File: src/rtl/poly_note_synth.sv
// poly_note_synth
// Polyphonic note synthesiser: NUM_VOICES note-driven phase accumulators are
// time-multiplexed over one external wave-table ROM and summed into one
// unsigned mixed sample per sample_tick.
// Build option: define POLY_SYNTH_ENVELOPE_EN to add a per-voice 8-bit
// attack/release gain; without it every sounding voice plays at unity gain.
module poly_note_synth #(
    parameter int NUM_VOICES = 4,
    parameter int PHASE_W    = 16,
    parameter int TABLE_AW   = 8,
    parameter int AMP_W      = 8,
    localparam int VW        = $clog2(NUM_VOICES)
) (
    input  logic                clk,
    input  logic                reset,
    input  logic                sample_tick,
    input  logic                note_wr,
    input  logic [VW-1:0]       note_voice,
    input  logic [9:0]          note_data,
    input  logic [1:0]          wave_sel,
    output logic [TABLE_AW-1:0] rom_addr,
    input  logic [AMP_W-1:0]    rom_data,
    output logic [AMP_W+VW-1:0] mix_out,
    output logic                mix_valid,
    output logic                busy
);

    localparam int               MW     = AMP_W + VW;
    localparam logic [AMP_W-1:0] MID    = {1'b1, {(AMP_W-1){1'b0}}};
    localparam logic [VW-1:0]    LAST_V = VW'(NUM_VOICES - 1);

    typedef enum logic [1:0] {
        IDLE,
        FETCH,
        ACCUM,
        OUTPUT
    } state_t;

    // Sequencer state
    state_t              state_q, state_d;
    logic [VW-1:0]       voice_q, voice_d;
    logic [MW-1:0]       acc_q, acc_d;
    logic [AMP_W-1:0]    cap_top_q, cap_top_d;
    logic [TABLE_AW-1:0] rom_addr_q, rom_addr_d;
    logic [MW-1:0]       mix_out_q, mix_out_d;
    logic                mix_valid_q, mix_valid_d;

    // Per-voice state
    logic [PHASE_W-1:0]    phase_q [NUM_VOICES];
    logic [PHASE_W-1:0]    phase_d [NUM_VOICES];
    logic [PHASE_W-1:0]    inc_q   [NUM_VOICES];
    logic [PHASE_W-1:0]    inc_d   [NUM_VOICES];
    logic [NUM_VOICES-1:0] key_q, key_d;
`ifdef POLY_SYNTH_ENVELOPE_EN
    logic [7:0]            gain_q  [NUM_VOICES];
    logic [7:0]            gain_d  [NUM_VOICES];
`endif

    logic [NUM_VOICES-1:0] sounding;
    logic [AMP_W-1:0]      wave_s;
    logic [AMP_W-1:0]      tri_fold;
    logic [AMP_W-1:0]      contrib;

    // Note word decode
    logic                  note_act;
    logic [6:0]            note_base;
    logic [PHASE_W-1:0]    note_inc;
    logic                  note_unused;

    // Base phase increment of each semitone at octave 0
    function automatic logic [6:0] base_inc(input logic [3:0] semi);
        case (semi)
            4'd0:    base_inc = 7'd64;
            4'd1:    base_inc = 7'd68;
            4'd2:    base_inc = 7'd72;
            4'd3:    base_inc = 7'd76;
            4'd4:    base_inc = 7'd81;
            4'd5:    base_inc = 7'd85;
            4'd6:    base_inc = 7'd91;
            4'd7:    base_inc = 7'd96;
            4'd8:    base_inc = 7'd102;
            4'd9:    base_inc = 7'd108;
            4'd10:   base_inc = 7'd114;
            4'd11:   base_inc = 7'd121;
            default: base_inc = 7'd0;
        endcase
    endfunction

    assign note_base   = base_inc(note_data[3:0]);
    assign note_act    = note_data[9] && (note_data[3:0] <= 4'd11);
    assign note_inc    = {{(PHASE_W-7){1'b0}}, note_base} << note_data[6:4];
    assign note_unused = ^note_data[8:7];

`ifdef POLY_SYNTH_ENVELOPE_EN
    // A voice keeps sounding after key-off until its release gain has decayed to zero
    always_comb begin
        for (int i = 0; i < NUM_VOICES; i++) begin
            sounding[i] = key_q[i] || (gain_q[i] != 8'd0);
        end
    end
`else
    assign sounding = key_q;
`endif

    // Generate the selected waveform from the phase captured at fetch time
    always_comb begin
        tri_fold = {cap_top_q[AMP_W-2:0], 1'b0};
        wave_s   = rom_data;
        case (wave_sel)
            2'd0:    wave_s = rom_data;
            2'd1:    wave_s = cap_top_q[AMP_W-1] ? '0 : '1;
            2'd2:    wave_s = cap_top_q;
            default: wave_s = cap_top_q[AMP_W-1] ? ~tri_fold : tri_fold;
        endcase
    end

`ifdef POLY_SYNTH_ENVELOPE_EN
    logic signed [AMP_W:0]   env_diff;
    logic signed [AMP_W+9:0] env_prod;

    // Scale the waveform around mid-scale by the voice gain; silent voices sit at mid-scale
    always_comb begin
        env_diff = $signed({1'b0, wave_s}) - $signed({1'b0, MID});
        env_prod = (AMP_W+10)'(env_diff) * (AMP_W+10)'($signed({1'b0, gain_q[voice_q]}));
        contrib  = MID;
        if (sounding[voice_q]) begin
            contrib = MID + AMP_W'(env_prod >>> 8);
        end
    end
`else
    // Sounding voices contribute the raw waveform; silent voices sit at mid-scale
    always_comb begin
        contrib = MID;
        if (sounding[voice_q]) begin
            contrib = wave_s;
        end
    end
`endif

    // Sequencer next state plus per-voice updates; a note write overrides any same-cycle phase step
    always_comb begin
        state_d     = state_q;
        voice_d     = voice_q;
        acc_d       = acc_q;
        cap_top_d   = cap_top_q;
        rom_addr_d  = rom_addr_q;
        mix_out_d   = mix_out_q;
        mix_valid_d = 1'b0;
        phase_d     = phase_q;
        inc_d       = inc_q;
        key_d       = key_q;
`ifdef POLY_SYNTH_ENVELOPE_EN
        gain_d      = gain_q;
`endif

        case (state_q)
            IDLE: begin
                acc_d   = '0;
                voice_d = '0;
                if (sample_tick) begin
                    state_d = FETCH;
                end
            end
            FETCH: begin
                rom_addr_d = phase_q[voice_q][PHASE_W-1 -: TABLE_AW];
                cap_top_d  = phase_q[voice_q][PHASE_W-1 -: AMP_W];
                state_d    = ACCUM;
            end
            ACCUM: begin
                acc_d = acc_q + {{VW{1'b0}}, contrib};
                if (sounding[voice_q]) begin
                    phase_d[voice_q] = phase_q[voice_q] + inc_q[voice_q];
                end
                voice_d = voice_q + 1'b1;
                state_d = (voice_q == LAST_V) ? OUTPUT : FETCH;
            end
            OUTPUT: begin
                mix_out_d   = acc_q;
                mix_valid_d = 1'b1;
                state_d     = IDLE;
`ifdef POLY_SYNTH_ENVELOPE_EN
                for (int i = 0; i < NUM_VOICES; i++) begin
                    if (key_q[i]) begin
                        if (gain_q[i] != 8'hFF) begin
                            gain_d[i] = gain_q[i] + 8'd1;
                        end
                    end else if (gain_q[i] != 8'd0) begin
                        gain_d[i] = gain_q[i] - 8'd1;
                    end
                end
`endif
            end
            default: begin
                state_d = IDLE;
            end
        endcase

        if (note_wr) begin
            if (note_act) begin
                if (sounding[note_voice]) begin
                    phase_d[note_voice] = phase_q[note_voice];
                end else begin
                    phase_d[note_voice] = '0;
                end
                inc_d[note_voice] = note_inc;
                key_d[note_voice] = 1'b1;
`ifdef POLY_SYNTH_ENVELOPE_EN
                if (!key_q[note_voice]) begin
                    gain_d[note_voice] = 8'd0;
                end
`endif
            end else begin
                phase_d[note_voice] = phase_q[note_voice];
                key_d[note_voice]   = 1'b0;
            end
        end
    end

    // State registers with synchronous reset that also aborts a sequence in flight
    always_ff @(posedge clk) begin
        if (reset) begin
            state_q     <= IDLE;
            voice_q     <= '0;
            acc_q       <= '0;
            cap_top_q   <= '0;
            rom_addr_q  <= '0;
            mix_out_q   <= '0;
            mix_valid_q <= 1'b0;
            key_q       <= '0;
            for (int i = 0; i < NUM_VOICES; i++) begin
                phase_q[i] <= '0;
                inc_q[i]   <= '0;
`ifdef POLY_SYNTH_ENVELOPE_EN
                gain_q[i]  <= '0;
`endif
            end
        end else begin
            state_q     <= state_d;
            voice_q     <= voice_d;
            acc_q       <= acc_d;
            cap_top_q   <= cap_top_d;
            rom_addr_q  <= rom_addr_d;
            mix_out_q   <= mix_out_d;
            mix_valid_q <= mix_valid_d;
            key_q       <= key_d;
            phase_q     <= phase_d;
            inc_q       <= inc_d;
`ifdef POLY_SYNTH_ENVELOPE_EN
            gain_q      <= gain_d;
`endif
        end
    end

    assign rom_addr  = rom_addr_q;
    assign mix_out   = mix_out_q;
    assign mix_valid = mix_valid_q;
    assign busy      = (state_q != IDLE);

endmodule

File: config.mk
export PLATFORM = sky130hd
export DESIGN_NAME = poly_note_synth
export DESIGN_NICKNAME = d
export VERILOG_FILES = /design/src/rtl/poly_note_synth.sv
export SDC_FILE = /design/constraint.sdc
export NUM_CORES = 1
export LEC_CHECK = 0
export CAP_MARGIN = 30
export CELL_PAD_IN_SITES_DETAIL_PLACEMENT = 0
export CELL_PAD_IN_SITES_GLOBAL_PLACEMENT = 1
export CORE_MARGIN = 5
export CORE_UTILIZATION = 42
export CTS_CLUSTER_DIAMETER = 60
export DETAILED_ROUTE_END_ITERATION = 10
export GPL_ROUTABILITY_DRIVEN = 1
export PLACE_DENSITY_LB_ADDON = 0.08
export SLEW_MARGIN = 25
export SYNTH_ARGS = -nofsm -noshare
export SYNTH_HDL_FRONTEND = slang
export SYNTH_SLANG_ARGS = --single-unit
File: constraint.sdc
create_clock -name clk -period 3.5 [get_ports clk]
set_input_delay 0.7 -clock clk [delete_from_list [all_inputs] [get_ports clk]]
set_output_delay 0.7 -clock clk [all_outputs]
set_load 0.02 [all_outputs]
---- Word-level counts from Yosys, hierarchy flattened ----
Memories as Yosys holds them, arrays and structs flattened.
Index checks and enable logic that the tools add are counted.
cells by class
  $add $sub $neg .......................... 3
  magnitude comparators ................... 8
  eq/ne operators ......................... 7
  shift operators ......................... 1
  muxes and demuxes ....................... 38
  bitwise logic cells ..................... 8
  reductions and logical operators ........ 9
operators with widths
  cell                                                                          count
  64-bit 2-to-1 mux                                                             5
  64-bit bitwise mux                                                            3
  16-bit 2-to-1 mux                                                             8
  16-bit binary-select mux with 2-bit select                                    3
  64-bit bitwise AND                                                            1
  16-bit demux with 2-bit select                                                2
  64-bit inverter                                                               1
  8-bit 2-to-1 mux                                                              3
  8-bit one-hot mux with 3 select lines                                         1
  10-bit one-hot mux with 2 select lines                                        1
  16-bit adder                                                                  1
  7-bit by 3-bit left shift with 16-bit output                                  1
  10-bit by 8-bit adder with 10-bit output                                      1
  2-bit == test, second input constant                                          4
  8-bit inverter                                                                1
  2-bit one-hot mux with 4 select lines                                         1
  3-bit greater-or-equal comparator, second input constant                      2
  2-bit by 3-bit less-than comparator with 1-bit output, second input constant  2
  3-bit by 1-bit less-than comparator with 1-bit output, second input constant  2
  2-bit inverter with 3-bit output                                              2
  4-bit bitwise AND                                                             1
  1-bit binary-select mux with 2-bit select                                     2
  2-bit by 1-bit == test with 1-bit output, second input constant               2
  4-bit <= comparator, second input constant                                    1
  14 further kinds                                                              23
word-level totals
  flip-flop bits (word level) ............. 165
  ROM bits ................................ 112
  output and inout bits ................... 20
  logic and storage cells ................. 90
  memories kept ........................... 1
memory list
  memory           depth  bits a word  read ports  clocked after Yosys merged registers in  wr ports  RTL line  text
  (no name shown)  16     7            1           0                                        0         72        case (semi)

---- Longest topological paths before layout ----
  depth after elaboration ................. 12
  mapped depth ............................ 14
  depth with buffers taken out ............ 13

---- Least setup slack after synthesis ----
No wires, ideal clock.
  kind .................................... register to register
  from .................................... register voice_q[0]
  to ...................................... register phase_q[12] (netlist name)
  data arrival time ....................... 3428 ps
  data required time ...................... 3368 ps
  path slack .............................. -60 ps
  cell stages (with the launch flop) ...... 14
  period minus slack after synthesis ...... 3560 ps
  cell sequence ........................... dfxtp_1 buf_6 buf_2 buf_2 clkbuf_1 mux4_2 ha_1 a2111oi_0 o21ai_0 a21oi_1 xor2_1 nor2_1 a211oi_1 nor3_1
on the way
  cells in the longest elaborated chain, start to end .. 12
  elaborated cells between the ends (all ways) .. 23
  classes of those cells .................. 1 x add/sub; 2 x order compare; 17 x mux; 2 x bitwise; 1 x reduce/logical
ends and longest elaborated chain
  element                                                                              RTL line  text
  start, declared                                                                      41        logic [VW-1:0] voice_q, voice_d;
  start signal, assigned                                                               239       voice_q <= voice_d;
  2-bit inverter with 3-bit output (implied by the code)                               172       phase_d[voice_q] = phase_q[voice_q] + inc_q[voice_q];
  16-bit binary-select mux with 2-bit select (tied with other cells)                   172
  16-bit 2-to-1 mux (implied by the code) / 1-bit logical AND (equally long branches)  172
  16-bit 2-to-1 mux (implied by the code)                                              172
  16-bit adder / 16-bit demux with 2-bit select (equally long branches)                172
  64-bit bitwise mux                                                                   172
  64-bit 2-to-1 mux *                                                                  171       if (sounding[voice_q]) begin
  64-bit 2-to-1 mux *                                                                  156       case (state_q)
  64-bit bitwise AND (no source line) / 64-bit bitwise mux (equally long branches)     -
  64-bit 2-to-1 mux                                                                    200       if (sounding[note_voice]) begin
  64-bit 2-to-1 mux                                                                    199       if (note_act) begin
  64-bit 2-to-1 mux *                                                                  198       if (note_wr) begin
  end signal, assigned                                                                 246       phase_q <= phase_d;
  end, declared                                                                        49        logic [PHASE_W-1:0] phase_q [NUM_VOICES];
Every way passes the cells marked *; elsewhere a longest branch is shown, timed or not. The select of a mux whose other input is x is not followed.
A chain may end at the register's enable or synchronous reset.

---- Worst setup path in the final report ----
  from .................................... register voice_q[0]
  to ...................................... register phase_q[15] (netlist name)
Same word-level chain as after synthesis.

==> results <==
[Yosys cell counts (7+ instances only)]
cell type  count  area [µm²]
buf_2         25         125
nand2_1      202         758
xor2_1         8        70.1
o211ai_1       8        60.1
nor2_1       136         510
a211oi_1      28         210
clkbuf_1      48         180
o31ai_1       20         150
o21ai_0       25         125
inv_1         12        45.0
xnor2_1       18         158
ha_1          26         325
mux4_2        42         946
nand3b_1       8        60.1
a21o_1        14         105
nand2b_1      13        81.3
and3_1         7        43.8
or2_2          9        56.3
a311oi_1      21         184
dfxtp_1      157        3140
nor3_1        24         120
buf_1          7        26.3
nor2b_1       22         138
nand3_1       14        70.1
a21oi_1      119         596
[per-stage QoR]
stage / utilization (%) / TNS [ns] / power [W]
floorplan: - / 0 / 0.00218
global placement: 46.9 / -0.774 / 0.00234
detailed placement: 46.9 / -0.799 / 0.00234
CTS: 49.8 / 0 / 0.00438
global route: 49.9 / 0 / 0.00452
finish: 49.9 / 0 / 0.00435
[sequential cells by signal (all words and copies together), names as in the netlist, named ones only]
signal	flops
cap_top_q	8
voice_q	2
state_q	2
phase_q	64
mix_out	10
inc_q	56
acc_q	10
mix_valid	1
[routing by layer]
| layer | vias up | wire length (µm) | global-route usage [%] |
|---|---|---|---|
| met5 | - | 0 | 0 |
| met3 | 21 | 1230 | 3.46 |
| met2 | 188 | 12700 | 36.8 |
| met1 | 3976 | 12500 | 31.6 |
| met4 | 0 | 392 | 4.88 |
| li1 | 4039 | - | - |
[cell families (layout without fill, tap and decap cells)]
family          Yosys count  after routing  share of synthesized area [%]
simple gates            468            468                           23.0
xor+xnor                 26             26                           2.49
mux                      51             51                           12.0
fa+ha+maj                29             29                           4.11
buf+inv                  98            164                           4.82
flops                   157            157                           34.4
compound gates          274            274                           19.3
[tightest hold or removal path: cells and delay by family (launching register included)]
family             cells  cell delay [ns]
DFF                    1             0.31
and+or+nand+nor        1             0.05
AOI/OAI and AO/OA      1             0.05
[where the power goes]
group | internal, W | switching [W]
clock network | 0.00121 | 0.000836
registers | 0.00182 | 0.0000240
logic | 0.000188 | 0.000269
[worst paths after layout]
path,startpoint,to,cells after the start
worst min-delay path,mix_out[2],mix_out[2],2
worst max register to register,voice_q[0],phase_q[15],12
worst max-delay path,voice_q[0],phase_q[15],12
worst min register to register,mix_out[2],mix_out[2],2
[area by class of cell]
cell class,instances,share of cell area [%]
Inverter,12,0.417
Timing Repair Buffer,120,9.61
Sequential cell,157,29.2
Clock inverter,15,1.92
Tap cell,280,3.25
Clock buffer,17,3.94
Multi-Input combinational cell,848,51.7
==> reports/summary.txt <==
RSZ-0062 raised after global routing = no
max-slew violations = 0
CORE AREA = 21600 µm²
WP buf/inv = 3
Die ar. = 24800 µm²
Async S/R FF share, synth = 0%
post-CTS sizing = 0
top_reg_cell synth = dfxtp_1
worst vdd ir = 0.269 mV
final setup violation count = 0
CP Cell Sequence = buf_6, buf_4, mux4_2, ha_1, a21o_1, a31o_2, a21oi_1, a2bb2oi_1, o21ai_1, xnor2_1, buf_4, o31ai_1
most frequent cells in the layout = 202 x nand2_1, 155 x dfxtp_1, 136 x nor2_1
pin count of the biggest net entering global routing = 61
global route overflow = 0
reg2reg setup slack = 0.24 ns
register bit count reported by yosys = 157
Tcrit/Tclk final = 93.2%
routed len/inst = 18.5 µm
Avg Cell Area, Syn = 8.29 µm²
area of the mapped netlist = 9140 µm²
chip height = 158 µm
Crit. End Element = register
Worst Path Max Fanout = 10
CTS H-tree lvls = 4
DP Cell Count = 1417
Area Growth Syn to Fin = 18.0%
total CTS buffers = 17
IO buf count = 43
sequential standard cell area = 3150 µm²
CTS Buffer Depth = 2
layout cells sized above 1 = 15.4%
CTS tree = built
Nets = 1210
Post-route DRC = 0
Final min period = 3.26 ns
Synth Instances = 1103
worst hold path type = register to register
critical path launch point type = register
Max-Cap Viols = 0
CP max stage delay = 0.58 ns
Slowest cell on crit path = mux4_2
Detailed Route WL = 26.8 mm
row cnt = 54
hpwl dp = 18.9 mm
Post-synth EDFFs = 0
initial drt markers = 548
critical path type = register to register
initial antenna violation count = 0
Distinct cells, synth = 68
Pleak = 3.96 nW
Worst EP required = 3.84 ns
critical path arrival = 3.60 ns
final hold violation count = 0
yosys warns = 0
Routed Antenna Nets = 0
vias in the first global route = 8000
area of the multi-input gates = 5580 µm²
clock slew at the register clock pins of the worst setup and hold paths = 0.07 ns
PnR worst setup slack = 0.237 ns
n_diodes = 0
worst slack, placed = -0.290 ns
clk sinks = 157
Die W = 158 µm
Via Count = 8224
io pins = 46
FILL cells = 2186
GRT Total Usage = 22.5%
clk_skew = 0.0141 ns
worst slew pin tran = 0.787 ns
commonest non-fill, non-tap cell in the layout = nand2_1
Fmax achieved = 306 MHz
worst skew pair latency = 0.43 ns
syn nets = 1157
slew margin rel. = 47.4%
Seq/Total Area, Yosys = 34.4%
clk root buf = clkbuf_16
post-DR vias/cell = 5.68
Starting Density = 42.3%
status = finished, final reports clean
first-pass GRT wire length = 44.1 mm
CP dominant cell by count = buf_4
Placed Area = 10100 µm²
CTS Hold Bufs = 0
Routability Congestion = 0.828
final std cells w/o fill = 1449
Top delay family on crit path = compound AO/OA/AOI/OAI gates
final hold slack = 0.452 ns
design area = 10800 µm²
postcts setup bufs = 0
DR pass1 iterations = 5
Power Dens Cells = 403 nW/µm²
Power figures use the tool's default switching activity.
